[config.mk]
export PLATFORM = sky130hd
export DESIGN_NAME = quad_step_decoder
export DESIGN_NICKNAME = d
export VERILOG_FILES = /design/src/rtl/quad_step_decoder.sv
export SDC_FILE = /design/constraint.sdc
export NUM_CORES = 1
export LEC_CHECK = 0
export CORE_MARGIN = 4
export CORE_UTILIZATION = 35
export CTS_BUF_LIST = sky130_fd_sc_hd__clkbuf_8
export DETAILED_ROUTE_END_ITERATION = 12
export MAX_ROUTING_LAYER = met4
export PLACE_DENSITY = 0.54
export SLEW_MARGIN = 5
export SYNTH_ARGS = -nofsm -noshare
export SYNTH_HDL_FRONTEND = slang
export SYNTH_SLANG_ARGS = --single-unit
[constraint.sdc]
create_clock -name clk -period 3.3 [get_ports clk]
set_input_delay 0.495 -clock clk [delete_from_list [all_inputs] [get_ports clk]]
set_output_delay 0.495 -clock clk [all_outputs]
set_load 0.05 [all_outputs]
[src/rtl/quad_step_decoder.sv]
// Quadrature detent decoder: synchronizes PmodENC A/B/BTN, tracks full detent cycles and keeps a bounded count.
// Optional build macro QUAD_SATURATE_EN makes the count saturate at 0 / CNT_MAX instead of wrapping.
`timescale 1ns/1ps

module quad_step_decoder #(
    parameter int CNT_W   = 5,
    parameter int CNT_MAX = 19
) (
    input  logic             clk,
    input  logic             rst_n,
    input  logic             a_in,
    input  logic             b_in,
    input  logic             btn_in,
    output logic [CNT_W-1:0] count,
    output logic             dir,
    output logic             step,
    output logic             btn_pulse,
    output logic             err
);

    typedef enum logic [2:0] {
        ST_REST = 3'd0,
        ST_CW1  = 3'd1,
        ST_CW2  = 3'd2,
        ST_CW3  = 3'd3,
        ST_CCW1 = 3'd4,
        ST_CCW2 = 3'd5,
        ST_CCW3 = 3'd6
    } state_t;

    localparam logic [CNT_W-1:0] CNT_MAX_V = CNT_W'(CNT_MAX);
    localparam logic [CNT_W-1:0] CNT_ZERO  = {CNT_W{1'b0}};
    localparam logic [CNT_W-1:0] CNT_ONE   = CNT_W'(1);

    logic             a_meta_r;
    logic             a_sync_r;
    logic             b_meta_r;
    logic             b_sync_r;
    logic             btn_meta_r;
    logic             btn_sync_r;
    logic [1:0]       ab_prev_r;
    logic             btn_prev_r;

    state_t           state_r;
    state_t           state_s;
    logic             commit_cw_s;
    logic             commit_ccw_s;

    logic [1:0]       ab_s;
    logic             illegal_s;
    logic             btn_rise_s;

    logic [CNT_W-1:0] count_r;
    logic [CNT_W-1:0] count_s;
    logic             dir_r;
    logic             dir_s;
    logic             step_r;
    logic             step_s;
    logic             btn_pulse_r;
    logic             btn_pulse_s;
    logic             err_r;
    logic             err_s;

    assign ab_s       = {a_sync_r, b_sync_r};
    assign illegal_s  = ((ab_s ^ ab_prev_r) == 2'b11);
    assign btn_rise_s = btn_sync_r & ~btn_prev_r;

    // Two-flop synchronizers plus one-sample history for edge/jump detection.
    always_ff @(posedge clk or negedge rst_n) begin
        if (!rst_n) begin
            a_meta_r   <= 1'b1;
            a_sync_r   <= 1'b1;
            b_meta_r   <= 1'b1;
            b_sync_r   <= 1'b1;
            btn_meta_r <= 1'b0;
            btn_sync_r <= 1'b0;
            ab_prev_r  <= 2'b11;
            btn_prev_r <= 1'b0;
        end else begin
            a_meta_r   <= a_in;
            a_sync_r   <= a_meta_r;
            b_meta_r   <= b_in;
            b_sync_r   <= b_meta_r;
            btn_meta_r <= btn_in;
            btn_sync_r <= btn_meta_r;
            ab_prev_r  <= ab_s;
            btn_prev_r <= btn_sync_r;
        end
    end

    // Phase-tracking state register.
    always_ff @(posedge clk or negedge rst_n) begin
        if (!rst_n) begin
            state_r <= ST_REST;
        end else begin
            state_r <= state_s;
        end
    end

    // Next phase: one-phase forward or back moves only; a double jump holds unless it lands on rest.
    always_comb begin
        state_s      = state_r;
        commit_cw_s  = 1'b0;
        commit_ccw_s = 1'b0;
        if (illegal_s) begin
            if (ab_s == 2'b11) begin
                state_s = ST_REST;
            end else begin
                state_s = state_r;
            end
        end else begin
            case (state_r)
                ST_REST: begin
                    if (ab_s == 2'b01) begin
                        state_s = ST_CW1;
                    end else if (ab_s == 2'b10) begin
                        state_s = ST_CCW1;
                    end else begin
                        state_s = ST_REST;
                    end
                end
                ST_CW1: begin
                    if (ab_s == 2'b00) begin
                        state_s = ST_CW2;
                    end else if (ab_s == 2'b11) begin
                        state_s = ST_REST;
                    end else begin
                        state_s = ST_CW1;
                    end
                end
                ST_CW2: begin
                    if (ab_s == 2'b10) begin
                        state_s = ST_CW3;
                    end else if (ab_s == 2'b01) begin
                        state_s = ST_CW1;
                    end else begin
                        state_s = ST_CW2;
                    end
                end
                ST_CW3: begin
                    if (ab_s == 2'b11) begin
                        state_s     = ST_REST;
                        commit_cw_s = 1'b1;
                    end else if (ab_s == 2'b00) begin
                        state_s = ST_CW2;
                    end else begin
                        state_s = ST_CW3;
                    end
                end
                ST_CCW1: begin
                    if (ab_s == 2'b00) begin
                        state_s = ST_CCW2;
                    end else if (ab_s == 2'b11) begin
                        state_s = ST_REST;
                    end else begin
                        state_s = ST_CCW1;
                    end
                end
                ST_CCW2: begin
                    if (ab_s == 2'b01) begin
                        state_s = ST_CCW3;
                    end else if (ab_s == 2'b10) begin
                        state_s = ST_CCW1;
                    end else begin
                        state_s = ST_CCW2;
                    end
                end
                ST_CCW3: begin
                    if (ab_s == 2'b11) begin
                        state_s      = ST_REST;
                        commit_ccw_s = 1'b1;
                    end else if (ab_s == 2'b00) begin
                        state_s = ST_CCW2;
                    end else begin
                        state_s = ST_CCW3;
                    end
                end
                default: begin
                    state_s = ST_REST;
                end
            endcase
        end
    end

    // Output datapath: a button edge clears and overrides any commit in the same cycle.
    always_comb begin
        count_s     = count_r;
        dir_s       = dir_r;
        step_s      = 1'b0;
        btn_pulse_s = 1'b0;
        err_s       = err_r | illegal_s;
        if (btn_rise_s) begin
            count_s     = CNT_ZERO;
            btn_pulse_s = 1'b1;
            err_s       = 1'b0;
        end else if (commit_cw_s) begin
            dir_s = 1'b1;
`ifdef QUAD_SATURATE_EN
            if (count_r == CNT_MAX_V) begin
                count_s = count_r;
                step_s  = 1'b0;
            end else begin
                count_s = count_r + CNT_ONE;
                step_s  = 1'b1;
            end
`else
            if (count_r == CNT_MAX_V) begin
                count_s = CNT_ZERO;
            end else begin
                count_s = count_r + CNT_ONE;
            end
            step_s = 1'b1;
`endif
        end else if (commit_ccw_s) begin
            dir_s = 1'b0;
`ifdef QUAD_SATURATE_EN
            if (count_r == CNT_ZERO) begin
                count_s = count_r;
                step_s  = 1'b0;
            end else begin
                count_s = count_r - CNT_ONE;
                step_s  = 1'b1;
            end
`else
            if (count_r == CNT_ZERO) begin
                count_s = CNT_MAX_V;
            end else begin
                count_s = count_r - CNT_ONE;
            end
            step_s = 1'b1;
`endif
        end else begin
            count_s = count_r;
        end
    end

    // Registered outputs.
    always_ff @(posedge clk or negedge rst_n) begin
        if (!rst_n) begin
            count_r     <= CNT_ZERO;
            dir_r       <= 1'b1;
            step_r      <= 1'b0;
            btn_pulse_r <= 1'b0;
            err_r       <= 1'b0;
        end else begin
            count_r     <= count_s;
            dir_r       <= dir_s;
            step_r      <= step_s;
            btn_pulse_r <= btn_pulse_s;
            err_r       <= err_s;
        end
    end

    assign count     = count_r;
    assign dir       = dir_r;
    assign step      = step_r;
    assign btn_pulse = btn_pulse_r;
    assign err       = err_r;

endmodule

After elaboration in Yosys (flattened, before gate mapping):

Cells that the tools add are included.

* bits in registers: 21
* input port bits: 5
* output and inout bits: 9
* word-level logic and storage cells: 73

* add/subtract/negate cells: 2
* eq/ne operators: 12
* multiplexer cells: 34
* bitwise gates (word level): 5
* reduce and logical (&&, ||, !) cells: 6

Operators by type and width (count)
* 5-bit 2-to-1 mux: 5
* 3-bit 2-to-1 mux: 7
* 3-bit case mux with 7 select lines: 1
* 1-bit 2-to-1 mux: 15
* 2-bit 2-to-1 mux: 6
* 3-bit equality test, second input constant: 3
* 2-bit equality test, second input constant: 3
* 3-bit by 2-bit equality test with 1-bit output, second input constant: 2
* 5-bit by 1-bit adder with 5-bit output, second input constant: 1
* 5-bit equality test, second input constant: 1
* 5-bit zero test: 1
* 5-bit by 1-bit subtractor with 5-bit output, second input constant: 1
* 3-bit by 1-bit equality test with 1-bit output, second input constant: 1
* 3-bit zero test: 1
* 3-bit nonzero test: 1
* 2-bit by 1-bit equality test with 1-bit output, second input constant: 1
* 2-bit zero test: 1
* 2-bit by 1-bit inequality test with 1-bit output, second input constant: 1
* 1-bit inverter: 2
* 2-bit AND reduction: 1
* 2-bit nonzero test: 1
* 2-bit bitwise XOR: 1
* 1-bit AND: 1
* 1-bit OR: 1

Logic depth before layout (Yosys ltp):

Gate-level depths: netlist of the first run.

* word-level depth: 7
* mapped depth: 7
* mapped depth without buffers: 7

Least setup slack after synthesis of the first run:

OpenSTA, ideal clock, no wires.

* kind: reg2reg
* start: register count_r[1], in the netlist count[1]
* end: register count_r[4], in the netlist count[4]
* setup time: 0.124 ns
* arrival: 1.821 ns
* data required time: 3.176 ns
* slack: 1.355 ns
* cell stages (with the launch flop): 6
* path buffers: 0
* clock period less this slack: 1.945 ns
* cells stage by stage: dfrtp_1 -> ha_1 -> nor4b_1 -> nand2_2 -> nor3b_1 -> o31a_1

* longest elaborated chain between the ends: 5
* elaborated cells on any way between the ends: 9
* those cells by class: 2 x add/sub; 1 x eq/ne; 5 x mux; 1 x reduce/logical

RTL lines
* from (decl): line 53 `logic [CNT_W-1:0] count_r;`
* from (signal assigned): line 246 `count_r <= count_s;`
* 5-bit by 1-bit subtractor with 5-bit output / 5-bit zero test (equally long branches): line 228, 225
* 5-bit 2-to-1 mux: line 225 `if (count_r == CNT_ZERO) begin`
* 5-bit 2-to-1 mux: line 214 `end else if (commit_ccw_s) begin`
* 5-bit 2-to-1 mux (*): line 196 `end else if (commit_cw_s) begin`
* 5-bit 2-to-1 mux (*): line 192 `if (btn_rise_s) begin`

Every way passes the cells marked *; elsewhere a longest branch is shown, timed or not. The select of a mux whose other input is x is not followed.
A chain may end at the register's enable or synchronous reset.

Final worst setup path of the first run:

* start: register count_r[2], in the netlist count[2]
* end: output port count[2]

RTL lines
* to (decl): line 14 `output logic [CNT_W-1:0] count,`

No word-level cell between the ends.

==> results of run 1 <==
[layout by cell type (no fill, tap or decap), types with 3 or more instances in the layout]
cell type / n
a21oi_1: 7
clkbuf_8: 3
clkdlybuf4s50_1: 13
dfrtp_1: 14
dfstp_2: 7
ha_1: 8
inv_1: 8
mux2i_1: 3
nand2_1: 8
nand2b_1: 3
nor2_1: 6
nor2b_1: 4
nor3_1: 6
o21ai_0: 7
o2bb2ai_1: 3
xnor2_1: 3
[path summary, 6_finish.rpt]
check | startpoint | endpoint | slack, ns
setup / recovery | count[2]$_DFFE_PN0P_ | count[2] | 1.17
hold / removal | btn_meta_r$_DFF_PN0_ | btn_sync_r$_DFF_PN0_ | 0.36
setup reg to reg | a_sync_r$_DFF_PN1_ | count[4]$_DFFE_PN0P_ | 1.42
hold reg to reg | btn_meta_r$_DFF_PN0_ | btn_sync_r$_DFF_PN0_ | 0.36
max in group asynchronous | rst_n | btn_meta_r$_DFF_PN0_ | 2.01
min in group asynchronous | rst_n | state_r[1]$_DFFE_PN0P_ | 0.74
[routing by layer]
metal  routed length, um  up-vias  part of all wire  GRT usage
met2                 950       21              0.44     0.1660
met4                  19        0            0.0089    0.03807
met3                 115        2             0.054    0.03741
li1                    -      429                 -          -
met1                1052      399              0.49     0.1412
met5                   0        -                 0          -
[per-stage QoR]
step | instance area (um^2) | hold WS [ns] | utilization | total power [W]
final | 1404 | 0.3602 | 0.4452 | 0.0009728
after global routing | 1404 | 0.3661 | 0.4452 | 0.001045
after CTS | 1404 | 0.3623 | 0.4452 | 0.0009836
after detailed placement | 1355 | 0.3451 | 0.4298 | 0.0008072
after global placement | 1355 | 0.3401 | 0.4298 | 0.0008094
after floorplan | 1194 | 0.1994 | - | 0.0007122
[power by group through the flow]
stage,Combinational [W],Sequential (W),Clock [W]
final,0.000403,0.000399,0.000171
after global routing,0.000446,0.000410,0.000189
after CTS,0.000406,0.000398,0.000180
after detailed placement,0.000405,0.000402,0
after global placement,0.000408,0.000402,0
after floorplan,0.000295,0.000417,0
[Yosys cell counts]
cell type	n
inv_1	8
nor2_1	6
buf_2	4
mux2_2	1
dfrtp_1	14
dfstp_2	7
o211ai_1	2
xnor2_2	2
a31oi_1	1
a21oi_1	7
nand2b_1	3
or2_1	1
nand3_1	2
nand2_2	2
o2111ai_4	1
o21ai_0	7
nor4b_1	1
a22o_1	1
o31a_1	1
nand3b_1	2
a32oi_1	1
o2bb2ai_1	3
nor3_1	6
clkbuf_1	1
xnor2_1	3
ha_1	8
a31o_1	1
nor2_2	1
nor2b_1	4
nor2b_2	1
nand2_1	8
o2111a_1	1
nor3b_1	2
mux2i_1	3
or2_2	1
[logic make-up (layout without fill, tap and decap cells)]
kind of cell    after synthesis  in the layout  synth area share
flops                        21             21            0.4476
fa+ha+maj                     8              8           0.08386
buf+inv                      13             25           0.04507
mux                           4              4           0.03459
simple gates                 40             40            0.1803
compound gates               26             26            0.1593
xor+xnor                      5              5           0.04927
[layout make-up]
cell class                 instances  area (um^2)
clock inverter                     1        7.507
timing repair buffer              13        130.1
multi-input combinational         83        605.6
tap                               44        55.05
inverter                           8        30.03
sequential                        21        534.3
fill                             324         1749
clock buffer                       3        41.29
==> metrics.txt, run 1 <==
DIE AREA 0.004409 mm^2; die height 66.40 um; Routed Antenna Nets 0; NetSw 0.0004020 W; FF+latch count, synth 21; clock tree buffer depth 2; dpl hpwl 1.592 mm; Initial Utilization 0.3786; Crit Path Max Fanout 9; post-place setup slack 1.438 ns; Worst Path Arrival 1.64 ns; cells along the critical path clkdlybuf4s50_1; RSZ-0062 raised after global routing false; Die Wd between 60 and 70 um; I/O pin count 14; crit share post-route 0.6463; Reg clk slew, reported paths 0.08 ns; Avg Inst Size Synth 10.20 um^2; Nets 143; Crit path required time between 2 and 3 ns; slowest cell on the critical path clkdlybuf4s50_1; Gate power share 0.414; Highest Clock Rate 468.9 MHz; clk_lat worst skew about 0.26 ns; post-synth top area share 0.2935; clock sink total 21; switching part of the total power 0.4133; final hold vios 0; routed len/inst 12.35 um; CTS buffer count 3; Post-CTS Hold Buffers 0; initial antenna violation count 0; initial DRC count between 50 and 60; Mapped Cells roughly 120; power density over the cells 693.0 mW/mm^2; worst hold stages 0; max FFs per register 5; Via density 4.919; detailed-route DRC error count 0; Hold Crit Class flip-flop to flip-flop; Buf/Inv on CP 1; TritonCTS clock tree built; routed via count 851; Post-CTS Setup Inserts 0; First-pass DRT Iterations 4; setup total negative slack 0 ns; clock share of power 0.175; top post-synthesis cells by area dfrtp_1 29%, dfstp_2 15%, ha_1 8.4%, a21oi_1 2.9%, o21ai_0 2.9%; GPL Wtd Cong about 0.86; CP delay by family, top buffers and inverters; max-slew violation count 0; Tmin final 2.133 ns; Largest stage delay, worst path 0.86 ns; Setup CP Type flip-flop to output port; Tightest Pin Transition 0.8994 ns; Layout Skew 0.001691 ns; largest net degree at the start of global routing 22; synthesized area roughly 0.0012 mm^2; row count 20; first-pass GRT wire length 3.643 mm; drt total wl 2.137 mm; final setup fails 0; worst-case reg-to-reg path depth 5; layout cells sized above 1 0.1550; startpoint types flip-flop; leading area contributor after synthesis dfrtp_1; core box area 0.003153 mm^2; Finished Layout Cells 173; register area share after synthesis 0.4476; Syn. warnings 0; H-tree depth 1; CP endpoint kind output port; GRT Overall Usage 0.1114; final worst setup slack approximately 1.2 ns; Syn Nets 130; Max Cap Viol 0; Seq pwr share 0.410; Crit path depth 1; I/O Buffers 13; antenna cells 0; area grow syn2layout 17.61%; Worst slew margin 0.3985; Leakage 0.5628 nW; Peak VDD IR 0.3177 mV; vias in the first global route roughly 790; post-cts sizing count 0; count of cell types in the netlist 35; global route overflow 0; P_int roughly 0.00057 W; status complete, no violations; clock root cell clkbuf_8; dpl cells 169
Note: power is estimated with default switching activity, not from simulation.
==> inputs of run 2 (changes only) <==
==> constraint.sdc (replaced) <==
create_clock -name clk -period 2.03 [get_ports clk]
set_input_delay 0.3045 -clock clk [delete_from_list [all_inputs] [get_ports clk]]
set_output_delay 0.3045 -clock clk [all_outputs]
set_load 0.05 [all_outputs]
==> metrics.txt, run 2 (same netlist as run 1, synthesis figures left out) <==
Worst slew margin 0.6609; max FFs per register 5; Tot Pwr about 0.0016 W; DIE AREA 0.004409 mm^2; Worst Hold Slack between 0.3 and 0.4 ns; Gate power share 0.439; GPL Wtd Cong 0.8455; max-slew violation count 0; crit share post-route 0.9618; clock sink total 21; RSZ-0062 raised after global routing false; commonest non-fill, non-tap cell in the layout dfrtp_1; TritonCTS clock tree built; Nets 146; core box area 0.003153 mm^2; initial DRC count 47; I/O Buffers 13; CP delay by family, top buffers and inverters; I/O pin count 14; Seq pwr share 0.394; first-pass GRT wire length 3.795 mm; final setup fails 0; Finished Core Util 0.4524; power density over the cells 1118 mW/mm^2; worst hold stages 0; routed len/inst 12.38 um; initial antenna violation count 0; setup total negative slack 0 ns; CP endpoint kind output port; post-place setup slack 0.1504 ns; Via density 4.915; antenna cells 0; Peak VDD IR 0.6002 mV; Initial Utilization 0.3786; P_int 0.0009412 W; Highest Clock Rate 512.2 MHz; vias in the first global route 802; worst-case reg-to-reg path depth 5; CTS buffer count 3; area grow syn2layout 19.50%; clock share of power 0.168; First-pass DRT Iterations 4; Tmin final approximately 2 ns; drt total wl approximately 2.2 mm; row count 20; Tightest Pin Transition between 0.5 and 0.6 ns; Max Cap Viol 0; Worst Path Arrival approximately 1.7 ns; slowest cell on the critical path clkdlybuf4s50_1; clock tree buffer depth 2; Post-CTS Setup Inserts 0; NetSw between 0.0006 and 0.0007 W; Leakage 0.5999 nW; switching part of the total power 0.4099; Crit. Startpoint count[3]$_DFFE_PN0P_; Crit Path Max Fanout 10; Largest stage delay, worst path around 0.87 ns; H-tree depth 1; detailed-route DRC error count 0; Die Wd 66.40 um; routed via count slightly below 900; die height 66.40 um; Layout Skew just under 0.005 ns; largest net degree at the start of global routing 22; final hold vios 0; Crit path depth 1; final worst setup slack slightly below 0.08 ns; clock root cell clkbuf_8; FF-to-FF Start b_sync_r$_DFF_PN1_; layout cells sized above 1 0.1742; most frequent cells in the layout 14 x dfrtp_1, 12 x clkdlybuf4s50_1, 8 x inv_1, 8 x nand2_1, 8 x ha_1; Routed Antenna Nets 0; status complete, no violations; dpl hpwl 1.633 mm; Setup CP Type flip-flop to output port; clk_lat worst skew 0.26 ns; Hold Crit Class flip-flop to flip-flop; startpoint types flip-flop; global route overflow 0; cells along the critical path clkdlybuf4s50_1; Crit path required time 1.73 ns; Buf/Inv on CP 1; GRT Overall Usage 0.1162; Reg clk slew, reported paths roughly 0.08 ns; HP Start btn_meta_r$_DFF_PN0_
==> run 2: cell count changes in the layout (fill, tap and decap cells not counted) <==
cell             previous run  this run
dlymetal6s2s_1              0         1
clkinv_2                    0         1
buf_4                       0         3
clkdlybuf4s50_1            13        12
clkinvlp_4                  1         0
==> run 2: through the flow <==
| stage | instances | instance area [um^2] |
|---|---|---|
| final | 176 | 1426 |
| after global routing | 176 | 1426 |
| after CTS | 176 | 1424 |
| after detailed placement | 172 | 1378 |
| after global placement | 172 | 1378 |
| after floorplan | 117 | 1194 |
==> run 2: worst paths after layout <==
kind,end,slack (ns)
min in group asynchronous,count[4]$_DFFE_PN0P_,0.39
max in group asynchronous,ab_prev_r[1]$_DFF_PN1_,1.37
hold reg to reg,btn_sync_r$_DFF_PN0_,0.35
hold / removal,btn_sync_r$_DFF_PN0_,0.35
setup / recovery,count[3],0.08
setup reg to reg,count[4]$_DFFE_PN0P_,0.13
==> run 2: layout make-up <==
cell class / instances / area [um^2]
flip-flops and latches: 21 / 534.3
fillers: 320 / 1727
clock inverters: 1 / 5.005
well taps: 44 / 55.05
inverters: 8 / 30.03
clock buffers: 3 / 41.29
repair buffers: 16 / 155.1
multi-input cells: 83 / 605.6
==> run 2: timing repair <==
item	4_1_cts	5_1_grt
gates resized for setup	0	1
hold buffers	0	0
endpoints found under the setup margin	0	1
==> run 2: power by group through the flow <==
stage / Combinational (W) / Sequential (W) / Clock [W]
after floorplan: 0.000480 / 0.000678 / 0
after global placement: 0.000708 / 0.000633 / 0
after detailed placement: 0.000702 / 0.000633 / 0
after CTS: 0.000706 / 0.000624 / 0.000281
after global routing: 0.000775 / 0.000642 / 0.000299
final: 0.000700 / 0.000628 / 0.000268
==> run 2: per-layer routing <==
layer / GRT usage / up-vias / part of all wire
li1: - / 437 / -
met1: 0.1521 / 406 / 0.50
met2: 0.1735 / 18 / 0.44
met3: 0.02211 / 4 / 0.043
met4: 0.05330 / 0 / 0.020
met5: - / - / 0
